--- src/rtl/find_max_pool_stream_if.sv ---
// Handshake bundle for the streaming max-pool reducer: beat input side, result output side.
// The DUT uses the slave modport; a driver or bench uses the master modport.
interface find_max_pool_stream_if #(
   parameter int WIDTH     = 8,
   parameter int NUM_IN    = 4,
   parameter int MAX_BEATS = 16,
   parameter int IDX_W     = ((MAX_BEATS * NUM_IN) > 1) ? $clog2(MAX_BEATS * NUM_IN) : 1
);
   logic                    i_valid;
   logic                    o_ready;
   logic [WIDTH*NUM_IN-1:0] i_data_array;
   logic                    i_last;
   logic                    o_valid;
   logic                    i_ready;
   logic [WIDTH-1:0]        o_max;
   logic [IDX_W-1:0]        o_idx;
   logic                    o_trunc;

   modport slave (
      input  i_valid, i_data_array, i_last, i_ready,
      output o_ready, o_valid, o_max, o_idx, o_trunc
   );

   modport master (
      output i_valid, i_data_array, i_last, i_ready,
      input  o_ready, o_valid, o_max, o_idx, o_trunc
   );
endinterface

--- src/rtl/find_max_pool_stream.sv ---
// Streaming max reduction: registered comparator tree over NUM_IN lanes, then a window
// accumulator that tracks the running maximum and its flat argmax index.
module find_max_pool_stream #(
   parameter int WIDTH     = 8,
   parameter int NUM_IN    = 4,
   parameter int SIGNED    = 0,
   parameter int MAX_BEATS = 16,
   parameter int IDX_W     = ((MAX_BEATS * NUM_IN) > 1) ? $clog2(MAX_BEATS * NUM_IN) : 1
) (
   input  logic                  clk,
   input  logic                  rst,
   find_max_pool_stream_if.slave bus
);

   localparam int L      = $clog2(NUM_IN);
   localparam int BEAT_W = (MAX_BEATS > 1) ? $clog2(MAX_BEATS) : 1;

   function automatic logic greaterThan(input logic [WIDTH-1:0] a, input logic [WIDTH-1:0] b);
      if (SIGNED != 0) return $signed(a) > $signed(b);
      else             return a > b;
   endfunction

   logic ready;
   logic accept;
   logic oValid_q, oValid_d;

   // A held, unaccepted result freezes the whole pipeline.
   assign ready       = ~(oValid_q & ~bus.i_ready);
   assign bus.o_ready = ready;
   assign accept      = bus.i_valid & ready;

   logic [BEAT_W-1:0] beatCnt_q, beatCnt_d;
   logic              atLimit;
   logic              inClose;
   logic              inTrunc;

   assign atLimit = (beatCnt_q == BEAT_W'(MAX_BEATS - 1));
   assign inClose = bus.i_last | atLimit;
   assign inTrunc = atLimit & ~bus.i_last;

   always_comb begin
      beatCnt_d = beatCnt_q;
      if (accept) beatCnt_d = inClose ? '0 : beatCnt_q + BEAT_W'(1);
   end

   always_ff @(posedge clk or posedge rst) begin
      if (rst) beatCnt_q <= '0;
      else     beatCnt_q <= beatCnt_d;
   end

   logic [WIDTH-1:0] inVal  [NUM_IN];
   logic [L-1:0]     inLane [NUM_IN];

   for (genvar k = 0; k < NUM_IN; k++) begin : gLaneIn
      assign inVal[k]  = bus.i_data_array[k*WIDTH +: WIDTH];
      assign inLane[k] = L'(k);
   end

   // Each tree stage halves the candidate count; the higher lane wins only when strictly greater.
   for (genvar s = 1; s <= L; s++) begin : gStage
      localparam int N = NUM_IN >> s;

      logic [WIDTH-1:0]  val_q  [N];
      logic [L-1:0]      lane_q [N];
      logic              vld_q;
      logic [BEAT_W-1:0] beat_q;
      logic              cls_q;
      logic              trc_q;

      logic [WIDTH-1:0]  prevVal  [2*N];
      logic [L-1:0]      prevLane [2*N];
      logic              prevVld;
      logic [BEAT_W-1:0] prevBeat;
      logic              prevCls;
      logic              prevTrc;

      if (s == 1) begin : gFirst
         assign prevVal  = inVal;
         assign prevLane = inLane;
         assign prevVld  = accept;
         assign prevBeat = beatCnt_q;
         assign prevCls  = inClose;
         assign prevTrc  = inTrunc;
      end else begin : gNext
         assign prevVal  = gStage[s-1].val_q;
         assign prevLane = gStage[s-1].lane_q;
         assign prevVld  = gStage[s-1].vld_q;
         assign prevBeat = gStage[s-1].beat_q;
         assign prevCls  = gStage[s-1].cls_q;
         assign prevTrc  = gStage[s-1].trc_q;
      end

      always_ff @(posedge clk or posedge rst) begin
         if (rst) begin
            vld_q  <= 1'b0;
            beat_q <= '0;
            cls_q  <= 1'b0;
            trc_q  <= 1'b0;
            for (int k = 0; k < N; k++) begin
               val_q[k]  <= '0;
               lane_q[k] <= '0;
            end
         end else if (ready) begin
            vld_q  <= prevVld;
            beat_q <= prevBeat;
            cls_q  <= prevCls;
            trc_q  <= prevTrc;
            for (int k = 0; k < N; k++) begin
               if (greaterThan(prevVal[2*k+1], prevVal[2*k])) begin
                  val_q[k]  <= prevVal[2*k+1];
                  lane_q[k] <= prevLane[2*k+1];
               end else begin
                  val_q[k]  <= prevVal[2*k];
                  lane_q[k] <= prevLane[2*k];
               end
            end
         end
      end
   end

   logic [WIDTH-1:0]  tailVal;
   logic [L-1:0]      tailLane;
   logic              tailVld;
   logic [BEAT_W-1:0] tailBeat;
   logic              tailCls;
   logic              tailTrc;
   logic [IDX_W-1:0]  tailIdx;

   assign tailVal  = gStage[L].val_q[0];
   assign tailLane = gStage[L].lane_q[0];
   assign tailVld  = gStage[L].vld_q;
   assign tailBeat = gStage[L].beat_q;
   assign tailCls  = gStage[L].cls_q;
   assign tailTrc  = gStage[L].trc_q;
   // NUM_IN is a power of two, so beat*NUM_IN + lane is a plain concatenation.
   assign tailIdx  = IDX_W'({tailBeat, tailLane});

   logic [WIDTH-1:0] accVal_q, accVal_d;
   logic [IDX_W-1:0] accIdx_q, accIdx_d;
   logic             first_q, first_d;
   logic [WIDTH-1:0] oMax_q, oMax_d;
   logic [IDX_W-1:0] oIdx_q, oIdx_d;
   logic             oTrunc_q, oTrunc_d;

   // While ready, any held result is being accepted, so o_valid drops unless a window closes now.
   always_comb begin
      accVal_d = accVal_q;
      accIdx_d = accIdx_q;
      first_d  = first_q;
      oValid_d = oValid_q;
      oMax_d   = oMax_q;
      oIdx_d   = oIdx_q;
      oTrunc_d = oTrunc_q;
      if (ready) begin
         oValid_d = 1'b0;
         if (tailVld) begin
            if (first_q || greaterThan(tailVal, accVal_q)) begin
               accVal_d = tailVal;
               accIdx_d = tailIdx;
            end
            first_d = tailCls;
            if (tailCls) begin
               oValid_d = 1'b1;
               oMax_d   = accVal_d;
               oIdx_d   = accIdx_d;
               oTrunc_d = tailTrc;
            end
         end
      end
   end

   always_ff @(posedge clk or posedge rst) begin
      if (rst) begin
         accVal_q <= '0;
         accIdx_q <= '0;
         first_q  <= 1'b1;
         oValid_q <= 1'b0;
         oMax_q   <= '0;
         oIdx_q   <= '0;
         oTrunc_q <= 1'b0;
      end else begin
         accVal_q <= accVal_d;
         accIdx_q <= accIdx_d;
         first_q  <= first_d;
         oValid_q <= oValid_d;
         oMax_q   <= oMax_d;
         oIdx_q   <= oIdx_d;
         oTrunc_q <= oTrunc_d;
      end
   end

   assign bus.o_valid = oValid_q;
   assign bus.o_max   = oMax_q;
   assign bus.o_idx   = oIdx_q;
   assign bus.o_trunc = oTrunc_q;

endmodule

--- src/flat_wrapper.sv ---
// flat-port wrapper written by rule: the top's interface ports become plain ports
module find_max_pool_stream_flat 
#(
   parameter int WIDTH     = 8,
   parameter int NUM_IN    = 4,
   parameter int SIGNED    = 0,
   parameter int MAX_BEATS = 16,
   parameter int IDX_W     = ((MAX_BEATS * NUM_IN) > 1) ? $clog2(MAX_BEATS * NUM_IN) : 1
)
  (clk, rst, bus_i_valid, bus_i_data_array, bus_i_last, bus_i_ready, bus_o_ready, bus_o_valid, bus_o_max, bus_o_idx, bus_o_trunc);
  find_max_pool_stream_if #(.WIDTH(WIDTH), .NUM_IN(NUM_IN), .MAX_BEATS(MAX_BEATS), .IDX_W(IDX_W)) bus_i ();
  input  logic clk;
  input  logic rst;
  input wire logic [$bits(bus_i.i_valid)-1:0] bus_i_valid;
  input wire logic [$bits(bus_i.i_data_array)-1:0] bus_i_data_array;
  input wire logic [$bits(bus_i.i_last)-1:0] bus_i_last;
  input wire logic [$bits(bus_i.i_ready)-1:0] bus_i_ready;
  output wire logic [$bits(bus_i.o_ready)-1:0] bus_o_ready;
  output wire logic [$bits(bus_i.o_valid)-1:0] bus_o_valid;
  output wire logic [$bits(bus_i.o_max)-1:0] bus_o_max;
  output wire logic [$bits(bus_i.o_idx)-1:0] bus_o_idx;
  output wire logic [$bits(bus_i.o_trunc)-1:0] bus_o_trunc;
  assign bus_i.i_valid = bus_i_valid;
  assign bus_i.i_data_array = bus_i_data_array;
  assign bus_i.i_last = bus_i_last;
  assign bus_i.i_ready = bus_i_ready;
  assign bus_o_ready = bus_i.o_ready;
  assign bus_o_valid = bus_i.o_valid;
  assign bus_o_max = bus_i.o_max;
  assign bus_o_idx = bus_i.o_idx;
  assign bus_o_trunc = bus_i.o_trunc;
  find_max_pool_stream #(.WIDTH(WIDTH), .NUM_IN(NUM_IN), .SIGNED(SIGNED), .MAX_BEATS(MAX_BEATS), .IDX_W(IDX_W)) u_core (.clk(clk), .rst(rst), .bus(bus_i));
endmodule
--- config.mk ---
export PLATFORM = sky130hd
export DESIGN_NAME = find_max_pool_stream_flat
export DESIGN_NICKNAME = d
export VERILOG_FILES = /design/src/rtl/find_max_pool_stream_if.sv /design/src/rtl/find_max_pool_stream.sv /design/src/flat_wrapper.sv
export SDC_FILE = /design/constraint.sdc
export NUM_CORES = 1
export LEC_CHECK = 0
export CELL_PAD_IN_SITES_DETAIL_PLACEMENT = 2
export CELL_PAD_IN_SITES_GLOBAL_PLACEMENT = 2
export CORE_MARGIN = 2
export CORE_UTILIZATION = 35
export CTS_BUF_LIST = sky130_fd_sc_hd__clkbuf_16
export DETAILED_ROUTE_END_ITERATION = 6
export GPL_ROUTABILITY_DRIVEN = 1
export PLACE_DENSITY_LB_ADDON = 0.3
export REMOVE_ABC_BUFFERS = 1
export SYNTH_ARGS = -nofsm -noshare
export SYNTH_HDL_FRONTEND = slang
export SYNTH_SLANG_ARGS = --single-unit
--- constraint.sdc ---
create_clock -name clk -period 3 [get_ports clk]
set_clock_uncertainty 0.2 [all_clocks]
set_input_delay 0.6 -clock clk [delete_from_list [all_inputs] [get_ports clk]]
set_output_delay 0.6 -clock clk [all_outputs]
set_load 0.005 [all_outputs]
### Yosys cells after proc, flatten, opt, wreduce, memory -nomap -nowiden

Cells that the tools add are included.

* add/sub/neg operators: 1
* magnitude comparators: 4
* equality and inequality tests: 1
* mux-type cells: 16
* bitwise operators: 7
* reduce and logical (&&, ||, !) cells: 3

Operators by type and width (number)
* 8-bit > comparator: 4
* 8-bit two-way mux: 4
* 1-bit two-way mux: 9
* 6-bit two-way mux: 1
* 4-bit by 1-bit adder with 4-bit output (second input constant): 1
* 4-bit equality test (second input constant): 1
* 4-bit two-way mux: 1
* 1-bit bitwise AND: 3
* 1-bit inverter: 3
* 3-bit AND reduction: 1
* 2-bit two-way mux: 1
* 2-bit AND reduction: 1
* 1-bit logical OR: 1
* 1-bit OR: 1

* flip-flop bits (word level): 79
* input port bits: 37
* output and inout bits: 17
* logic and storage cells: 54

### Longest topological paths before layout

Gate-level depths: netlist of run 1.

* word-level depth: 5
* gate-level depth with buffers: 8
* mapped depth without buffers: 7

### Worst setup path before layout of run 1

OpenSTA, ideal clock, no wires.

* path kind: input to register
* start point: in bus_i_data_array[5]
* end point: reg u_core.gStage[1].val_q[10] (netlist name)
* library setup time: 0.134 ns
* arrival time: 1.963 ns
* data required time: 2.666 ns
* setup slack: 0.703 ns
* stages: 7
* path buffers: 0
* path through: inv_1 ha_1 a211o_1 a211oi_2 and3b_1 a31oi_1 o31ai_1

* word-level cells in the longest chain between the ends: 3

Ends and longest elaborated chain
* start: declaration: line flat_wrapper.sv:15 `input wire logic [$bits(bus_i.i_data_array)-1:0] bus_i_data_array;`
* 8-bit > comparator: line find_max_pool_stream.sv:20 `else return a > b;`
* 1-bit two-way mux: line find_max_pool_stream.sv:103 `end else if (ready) begin`
* 8-bit two-way mux: line find_max_pool_stream.sv:109 `if (greaterThan(prevVal[2*k+1], prevVal[2*k])) begin`
* end signal: indexed assignment: line find_max_pool_stream.sv:110 `val_q[k] <= prevVal[2*k+1];`
* end signal: indexed assignment: line find_max_pool_stream.sv:113 `val_q[k] <= prevVal[2*k];`
* end: declaration: line find_max_pool_stream.sv:63 `logic [WIDTH-1:0] val_q [N];`

Every way passes these cells. The select of a mux whose other input is x is not followed.
A chain may end at the register's enable or synchronous reset.

### Worst setup path after layout of run 1

* start point: in bus_i_data_array[5]
* end point: reg u_core.gStage[1].val_q[12] (netlist name)

The elaborated chain is that of the path after synthesis.

==> flow_metrics.env, run 1 <==
export IMPL_muxShareOfSynthArea=0.05081
export IMPL_dp_cells=678
export IMPL_synthAdderAreaFrac=0.09162
export IMPL_synth_common_cells="dfrtp_1 (77), nand2_1 (47), a31oi_1 (40)"
export IMPL_antenna_found_initial=0
export IMPL_critical_path_class="in2reg"
export IMPL_synth_edf_count=0
export IMPL_stdcell_count=694
export IMPL_power_per_cell_area_nw_per_um2=963.8
export IMPL_die_y_um=117.5
export IMPL_gp_congestion=0.8289
export IMPL_cp_arrival_ns=2.66
export IMPL_core_um2=12620
export IMPL_path_clk_slew_ns=0.06
export IMPL_maxCapViolations=0
export IMPL_nFillCells=1338
export IMPL_hold_buffers=0
export IMPL_netSwitchingFraction=0.3852
export IMPL_fin_nets=587
export IMPL_grt_busiest_layer="met2"
export IMPL_finalMaxSlewViolations=0
export IMPL_p_int_mw=3.299
export IMPL_die_w_um=117.5
export IMPL_grt_first_pass_wirelength_um=21910
export IMPL_ir_drop_mv=0.3166
export IMPL_grtUsageMet1=0.2307
export IMPL_globalRouteMet3Util=0.02326
export IMPL_synthCells=466
export IMPL_power_frac_seq=0.323
export IMPL_finalCritPeriodShare=0.8870
export IMPL_hold_viol_final=0
export IMPL_synth_xor_area_share=0
export IMPL_design_area_um2=5568
export IMPL_layout_drive_gt1_share=0.1092
export IMPL_overflow=0
export IMPL_postCtsSetupBuffers=0
export IMPL_synthDistinctLibCells=41
export IMPL_syn2layout_area_growth_pct=23.54
export IMPL_routed_wl_um=12550
export IMPL_critPathLaunchType="input pin"
export IMPL_grt_usage=0.1942
export IMPL_cts_made_buffers=9
export IMPL_switching_power_mw=2.067
export IMPL_status="finished clean"
export IMPL_yosysTopAreaCell="dfrtp_1"
export IMPL_clock_fmax_mhz=375.8
export IMPL_ys_warn_count=0
export IMPL_dr_pass1_iters=4
export IMPL_p_total_mw=5.366
export IMPL_rsz0062_at_grt="no"
export IMPL_met2_usage=0.3589
export IMPL_drc_errors=0
export IMPL_min_period_ns=2.661
export IMPL_routedWlPerCell_um=18.09
export IMPL_synth_top_area_frac=0.4275
export IMPL_syn_cell_area_um2=4507
export IMPL_crit_required_ns=3.00
export IMPL_drt_initial_drc_count=163
export IMPL_grt_pass1_vias=4307
export IMPL_grt_max_degree=79
export IMPL_end_kind="flop"
export IMPL_tritoncts="built"
export IMPL_multi_input_area_um2=2326
export IMPL_setup_viol=0
export IMPL_synth_compound_area_share=0.1888
export IMPL_synth_most_common_cell="dfrtp_1"
export IMPL_synthSimpleGateAreaFrac=0.1832
export IMPL_syn_avg_cell_area_um2=9.671
export IMPL_tightest_slew_ns=0.5569
export IMPL_crit_fanout=8
export IMPL_start_util=0.3571
export IMPL_vias_per_cell=5.369
export IMPL_route_vias_total=3726
export IMPL_leakagePower_nw=2.601
export IMPL_diodes=0
export IMPL_pwr_share_comb=0.458
export IMPL_async_reset_ff_frac=1.000
export IMPL_num_rows=41
export IMPL_yosys_top_cells_area="dfrtp_1 (43%), ha_1 (9.2%), a31oi_1 (5.6%)"
export IMPL_dieArea_um2=13800
export IMPL_ys_flop_type="dfrtp_1"
export IMPL_dp_hpwl_um=8923
export IMPL_clock_latency_ns=0.34
export IMPL_clock_root_buffer="clkbuf_16"
export IMPL_dpl_instance_area_um2=5253
export IMPL_cts_repair_resized=0
export IMPL_htree_num_levels=3
export IMPL_hp_class="reg2reg"
export IMPL_cts_buffer_depth=2
export IMPL_regArea_um2=1953
export IMPL_drtAntennaViolNets=0
export IMPL_ys_seq_area_frac=0.4334
export IMPL_top_level_ports=54
export IMPL_synth_top_family_by_area="compound AO/OA/AOI/OAI gates"
export IMPL_relSlewSlack=0.6265
export IMPL_power_frac_clock=0.218
export IMPL_whs_ns=0.2613
export IMPL_port_buffers=53
export IMPL_clock_sinks=78
export IMPL_ys_ff_latch=78
## layout make-up
type	instances	area share
multi-input cells	330	0.4178
inverters	36	0.02427
well taps	172	0.03865
repair buffers	62	0.1119
clock buffers	9	0.04045
flip-flops and latches	78	0.3508
clock inverters	7	0.01618
## cell families after synthesis
| logic type | after synthesis |
|---|---|
| muxes | 17 |
| DFF | 78 |
| and+or+nand+nor | 156 |
| adders and majority gates | 33 |
| AOI/OAI and AO/OA | 124 |
| buffers and inverters | 58 |
## cell usage in the layout, fill, tap and decap left out, types with 2 or more instances in the layout
cell	Yosys	routed
inv_1	35	35
o21a_1	6	6
buf_4	0	7
nand2b_1	2	2
clkinv_2	0	2
a21oi_4	2	2
o21ai_0	25	25
nand3b_1	2	2
clkbuf_16	0	9
and3_1	10	10
mux2_4	10	10
or2_2	2	2
o31ai_1	23	23
nor2_1	25	25
nor2b_1	5	4
nand2_1	47	47
a31oi_1	40	40
and4_1	4	4
buf_12	0	2
clkdlybuf4s50_1	0	53
dfrtp_1	77	77
a211oi_2	2	2
a21boi_2	3	3
nand4_1	4	4
bufinv_16	0	2
a21oi_1	9	9
nand3_1	18	18
a211o_1	3	3
inv_2	1	2
and2_1	20	20
a21o_1	5	5
nor3b_1	2	2
ha_1	33	33
and3b_1	14	14
mux2_2	7	7
## sequential cells by signal (all words and copies together) (netlist names)
signal / flops
u_core.gStage.cls_q: 2
u_core.accVal_q: 8
u_core.gStage.val_q: 24
u_core.first_q: 1
u_core.gStage.beat_q: 8
u_core.gStage.lane_q: 5
u_core.bus.o_trunc: 1
u_core.accIdx_q: 6
u_core.bus.o_max: 8
u_core.gStage.vld_q: 2
u_core.bus.o_valid: 1
u_core.gStage.trc_q: 2
u_core.bus.o_idx: 6
u_core.beatCnt_q: 4
## path summary, 6_finish.rpt
check,from,endpoint,slack [ns],cells after the start
worst min-delay path,u_core.gStage[2].cls_q,u_core.gStage[2].cls_q,0.26,2
worst max register to register,u_core.accVal_q[3],u_core.bus.o_idx[1],0.58,7
worst max-delay path,bus_i_data_array[5],u_core.gStage[1].val_q[12],0.34,8
max in group asynchronous,rst,u_core.first_q,1.77,3
worst min register to register,u_core.gStage[2].cls_q,u_core.gStage[2].cls_q,0.26,2
min in group asynchronous,rst,u_core.bus.o_idx[0],0.45,3
## worst max-delay path: stages
cell and delay [ns]:
clkdlybuf4s50_1 0.46, inv_1 0.05, ha_1 0.32, a211o_1 0.33, a211oi_2 0.41, and3b_1 0.23
a31oi_1 0.17, o31ai_1 0.10
## through the flow
step	worst slack (ns)	util	setup TNS [ns]
after CTS	0.3323	0.4412	0
final	0.3391	0.4412	0
after global routing	0.1668	0.4412	0
after detailed placement	-0.02392	0.4162	-0.04343
after floorplan	-1.473	-	-79.19
after global placement	0.07580	0.4162	0
## power by group through the flow
stage	registers, mW	logic (mW)	clock network, mW
floorplan	1.66	1.55	0
global placement	1.72	2.30	0
detailed placement	1.75	2.44	0
CTS	1.74	2.50	1.20
global route	1.80	2.74	1.25
finish	1.74	2.46	1.17
## metal layers
metal	share of wire	vias to the layer above	wire length [um]
met5	0	-	0
met4	0.020	0	255
met3	0.022	18	280
met2	0.52	52	6556
met1	0.43	1873	5459
li1	-	1783	-
Note: power is estimated with default switching activity, not from simulation.
==> run 2, diff against run 1 <==
- CORE_MARGIN: 2 -> 1
==> run 2 against run 1 <==
Compared with the run above: worst setup slack better by 0.018 ns; largest cell class unchanged; combinational power hardly changed; sequential cell count did not move; maximum frequency grew 0.69%; power shrank 1.8%; hold slack improved by 0.0078 ns; critical path type unchanged; largest power group unchanged; final area is 0.22% lower; wire length is 1.1% lower; count of clock-buffer cells in the layout unchanged; critical path depth stayed put; highest routed layer unchanged.
==> flow_metrics.env, run 2 (synthesized netlist as in run 1, its figures left out) <==
export IMPL_syn2layout_area_growth_pct=23.26
export IMPL_end_kind="flop"
export IMPL_design_area_um2=5555
export IMPL_dr_pass1_iters=4
export IMPL_relSlewSlack=0.6501
export IMPL_critical_path_class="in2reg"
export IMPL_top_level_ports=54
export IMPL_crit_fanout=8
export IMPL_num_rows=41
export IMPL_cts_made_buffers=9
export IMPL_clock_latency_ns=0.34
export IMPL_ir_drop_mv=0.4879
export IMPL_layout_common_cells="dfrtp_1 (77), clkdlybuf4s50_1 (53), nand2_1 (47)"
export IMPL_fin_nets=587
export IMPL_drtAntennaViolNets=0
export IMPL_overflow=0
export IMPL_setup_viol=0
export IMPL_min_period_ns=2.643
export IMPL_diodes=0
export IMPL_routed_wl_um=12420
export IMPL_die_w_um=115.5
export IMPL_whs_ns=0.2692
export IMPL_routedWlPerCell_um=17.90
export IMPL_finalMaxSlewViolations=0
export IMPL_route_vias_total=3723
export IMPL_status="finished clean"
export IMPL_crit_required_ns=2.99
export IMPL_dieArea_um2=13330
export IMPL_clock_fmax_mhz=378.4
export IMPL_grt_pass1_vias=4144
export IMPL_die_y_um=115.5
export IMPL_tritoncts="built"
export IMPL_cpMaxStageDelayCell="clkdlybuf4s50_1"
export IMPL_finalCritPeriodShare=0.8809
export IMPL_htree_num_levels=3
export IMPL_cts_buffer_depth=2
export IMPL_slowest_delay_ns=0.45
export IMPL_crit_chain="clkdlybuf4s50_1, inv_1, ha_1, a211o_1, a21oi_1, nand3b_1, a31oi_1, o21ai_0"
export IMPL_tightest_slew_ns=0.5248
export IMPL_final_common_cell="dfrtp_1"
export IMPL_critPathTopFamily="compound AO/OA/AOI/OAI gates"
export IMPL_rsz0062_at_grt="no"
export IMPL_postCtsSetupBuffers=0
export IMPL_grt_usage=0.2051
export IMPL_core_um2=12570
export IMPL_port_buffers=53
export IMPL_largest_register="u_core.gStage.val_q"
export IMPL_path_clk_slew_ns=0.06
export IMPL_drc_errors=0
export IMPL_drt_initial_drc_count=186
export IMPL_largest_reg_flops=24
export IMPL_clock_root_buffer="clkbuf_16"
export IMPL_grt_max_degree=79
export IMPL_dpl_instance_area_um2=5265
export IMPL_vias_per_cell=5.365
export IMPL_start_util=0.3586
export IMPL_clock_sinks=78
export IMPL_hold_buffers=0
export IMPL_power_per_cell_area_nw_per_um2=948.6
export IMPL_layout_drive_gt1_share=0.1092
export IMPL_hold_viol_final=0
export IMPL_antenna_found_initial=0
export IMPL_grt_first_pass_wirelength_um=21180
export IMPL_hp_class="reg2reg"
export IMPL_dp_hpwl_um=8732
export IMPL_maxCapViolations=0
export IMPL_gp_congestion=0.7832
export IMPL_cts_repair_resized=0
export IMPL_critPathLaunchType="input pin"
export IMPL_crit_buf_inv=2
export IMPL_cp_arrival_ns=2.63
export IMPL_leakagePower_nw=2.590
[run 2: changes by cell type in the layout (fill, tap and decap cells not counted)]
cell | before | now
clkinv_2 | 2 | 3
buf_4 | 7 | 6
bufinv_16 | 2 | 1
inv_1 | 35 | 34
clkinv_1 | 0 | 1
buf_12 | 2 | 3
[run 2: metal layers]
layer,part of all wire,track usage
met5,0,0
met2,0.50,0.3581
met1,0.46,0.2561
met4,0.018,0.07013
met3,0.023,0.03452
[run 2: per-stage QoR]
stage / total power, mW / setup slack, ns / TNS [ns] / utilization / cells
6_report: 5.270 / 0.3573 / 0 / 0.4420 / 694
5_1_grt: 5.650 / 0.1494 / 0 / 0.4420 / 694
4_1_cts: 5.346 / 0.3444 / 0 / 0.4420 / 694
3_5_place_dp: 4.193 / -0.007919 / -0.007919 / 0.4189 / 678
3_3_place_gp: 4.028 / 0.07072 / 0 / 0.4189 / 678
2_1_floorplan: 3.213 / -1.473 / -79.19 / - / 444
[run 2: layout make-up]
cell class	instances	area (um2)
fillers	1388	7013
inverters	36	135.1
well taps	172	215.2
multi-input cells	330	2326
clock buffers	9	225.2
flip-flops and latches	78	1953
repair buffers	62	635.6
clock inverters	7	65.06
[run 2: worst paths after layout]
check	startpoint	to	slack [ns]	cells after the start
worst max-delay path	bus_i_data_array[21]	u_core.gStage[1].val_q[0]	0.36	8
worst min-delay path	u_core.gStage[1].beat_q[3]	u_core.gStage[1].beat_q[3]	0.27	2
worst max register to register	u_core.gStage[1].val_q[13]	u_core.gStage[2].lane_q[0]	0.41	7
worst min register to register	u_core.gStage[1].beat_q[3]	u_core.gStage[1].beat_q[3]	0.27	2
max in group asynchronous	rst	u_core.first_q	1.75	3
min in group asynchronous	rst	u_core.bus.o_max[1]	0.43	3
[run 2: worst min-delay path, cell delays in order, from the launching register on]
cell and delay [ns]:
dfrtp_1 0.34, nand2_1 0.05, nand2_1 0.05
[run 2: report_power, final]
part           internal (mW)  switching (mW)  total [mW]
clock                  0.638           0.445        1.08
sequential              1.45           0.284        1.73
combinational           1.13            1.32        2.45
==> run 3, diff against run 2 <==
- clock period: 3 -> 3.3 ns (I/O delays scaled with it)
==> run 3 against run 2 <==
Compared with the run above: global-route usage decreased by 0.44 points; clock power is 18% lower; highest routed layer unchanged; combinational power decreased by 11%; power shrank 12%; count of clock-buffer cells in the layout unchanged; largest cell class unchanged; utilization down 0.39 points; wire length fell by 2.6%; critical path type unchanged; worst setup slack better by 0.16 ns; critical endpoint unchanged; hold slack worse by 0.0022 ns.
==> flow_metrics.env, run 3 (synthesized netlist as in run 1, its figures left out) <==
export IMPL_finalCritPeriodShare=0.8444
export IMPL_p_int_mw=2.823
export IMPL_tightest_slew_ns=0.5408
export IMPL_largest_register="u_core.gStage.val_q"
export IMPL_hp_class="reg2reg"
export IMPL_reg2reg_slack_ns=0.75
export IMPL_switching_power_mw=1.816
export IMPL_fin_nets=586
export IMPL_routedWlPerCell_um=17.45
export IMPL_power_frac_clock=0.190
export IMPL_cp_arrival_ns=2.78
export IMPL_routed_wl_um=12090
export IMPL_critPathLaunchType="input pin"
export IMPL_crit_required_ns=3.30
export IMPL_power_frac_seq=0.340
export IMPL_num_rows=41
export IMPL_critical_path_class="in2reg"
export IMPL_dieArea_um2=13330
export IMPL_path_clk_slew_ns=0.06
export IMPL_setup_viol=0
export IMPL_finalMaxSlewViolations=0
export IMPL_drtAntennaViolNets=0
export IMPL_grt_pass1_vias=4151
export IMPL_nFillCells=1362
export IMPL_vias_per_cell=5.352
export IMPL_clock_root_buffer="clkbuf_16"
export IMPL_overflow=0
export IMPL_diodes=0
export IMPL_grt_usage=0.2007
export IMPL_min_period_ns=2.787
export IMPL_end_kind="flop"
export IMPL_grt_max_degree=79
export IMPL_postCtsSetupBuffers=0
export IMPL_gp_congestion=0.7830
export IMPL_pwr_share_comb=0.470
export IMPL_route_vias_total=3709
export IMPL_relSlewSlack=0.6395
export IMPL_maxCapViolations=0
export IMPL_ir_drop_mv=0.3053
export IMPL_clock_fmax_mhz=358.9
export IMPL_syn2layout_area_growth_pct=22.18
export IMPL_tritoncts="built"
export IMPL_htree_num_levels=3
export IMPL_dr_pass1_iters=4
export IMPL_hold_buffers=0
export IMPL_multi_input_area_um2=2326
export IMPL_r2r_start="u_core.accVal_q[3]"
export IMPL_crit_fanout=8
export IMPL_start_util=0.3586
export IMPL_cts_made_buffers=9
export IMPL_leakagePower_nw=2.575
export IMPL_p_total_mw=4.639
export IMPL_clock_sinks=78
export IMPL_port_buffers=53
export IMPL_whs_ns=0.2670
export IMPL_die_w_um=115.5
export IMPL_clock_latency_ns=0.34
export IMPL_cts_repair_resized=0
export IMPL_setup_worst_path_start="bus_i_data_array[21]"
export IMPL_dpl_instance_area_um2=5245
export IMPL_top_level_ports=54
export IMPL_largest_reg_flops=24
export IMPL_regArea_um2=1953
export IMPL_design_area_um2=5507
export IMPL_status="finished clean"
export IMPL_grt_first_pass_wirelength_um=20890
export IMPL_antenna_found_initial=0
export IMPL_netSwitchingFraction=0.3915
export IMPL_dp_hpwl_um=8860
export IMPL_power_per_cell_area_nw_per_um2=842.5
export IMPL_hold_viol_final=0
export IMPL_drt_initial_drc_count=126
export IMPL_cts_buffer_depth=2
export IMPL_rsz0062_at_grt="no"
export IMPL_layout_common_cells="dfrtp_1 (77), clkdlybuf4s50_1 (53), nand2_1 (47)"
export IMPL_drc_errors=0
export IMPL_layout_drive_gt1_share=0.1036
export IMPL_core_um2=12570
export IMPL_die_y_um=115.5
export IMPL_final_common_cell="dfrtp_1"
export IMPL_hold_path_startpoint="u_core.gStage[1].beat_q[2]"
==> run 3: final cells by class <==
cell class                      count  area share
Multi-Input combinational cell    330      0.4224
Tap cell                          172     0.03908
Clock buffer                        9     0.04090
Inverter                           36     0.02454
Sequential cell                    78      0.3547
Timing Repair Buffer               61      0.1118
Clock inverter                      7    0.006589
==> run 3: metrics by stage <==
stage,setup slack (ns),utilization,instances,TNS (ns)
floorplan,-1.233,-,444,-60.53
global placement,0.3156,0.4173,677,0
detailed placement,0.1974,0.4173,677,0
CTS,0.5473,0.4381,693,0
global route,0.3440,0.4381,693,0
finish,0.5134,0.4381,693,0
==> run 3: critical path: stages <==
cell and delay (ns):
clkdlybuf4s50_1 0.45, inv_1 0.05, ha_1 0.30, a211o_1 0.30, a21oi_1 0.27, nand3b_1 0.34, a31oi_1 0.29, o21ai_0 0.12
==> run 3: power by group through the flow <==
stage / sequential (mW) / combinational, mW / clock (mW)
after CTS: 1.59 / 2.22 / 0.915
final: 1.58 / 2.18 / 0.881
after floorplan: 1.51 / 1.41 / 0
after global placement: 1.57 / 2.06 / 0
after detailed placement: 1.60 / 2.20 / 0
after global routing: 1.63 / 2.44 / 0.943
==> run 3: path summary, 6_finish.rpt <==
| check | cells past startpoint | endpoint |
|---|---|---|
| worst max-delay path | 8 | u_core.gStage[1].val_q[0] |
| worst min-delay path | 2 | u_core.gStage[1].beat_q[2] |
| worst max register to register | 9 | u_core.accIdx_q[3] |
| worst min register to register | 2 | u_core.gStage[1].beat_q[2] |
| max in group asynchronous | 3 | u_core.first_q |
| min in group asynchronous | 3 | u_core.bus.o_max[1] |
==> run 3: per-layer routing <==
metal	routed length (um)	global-route usage
met5	0	0
met4	197	0.07446
met3	249	0.02510
met2	6258	0.3537
met1	5387	0.2512
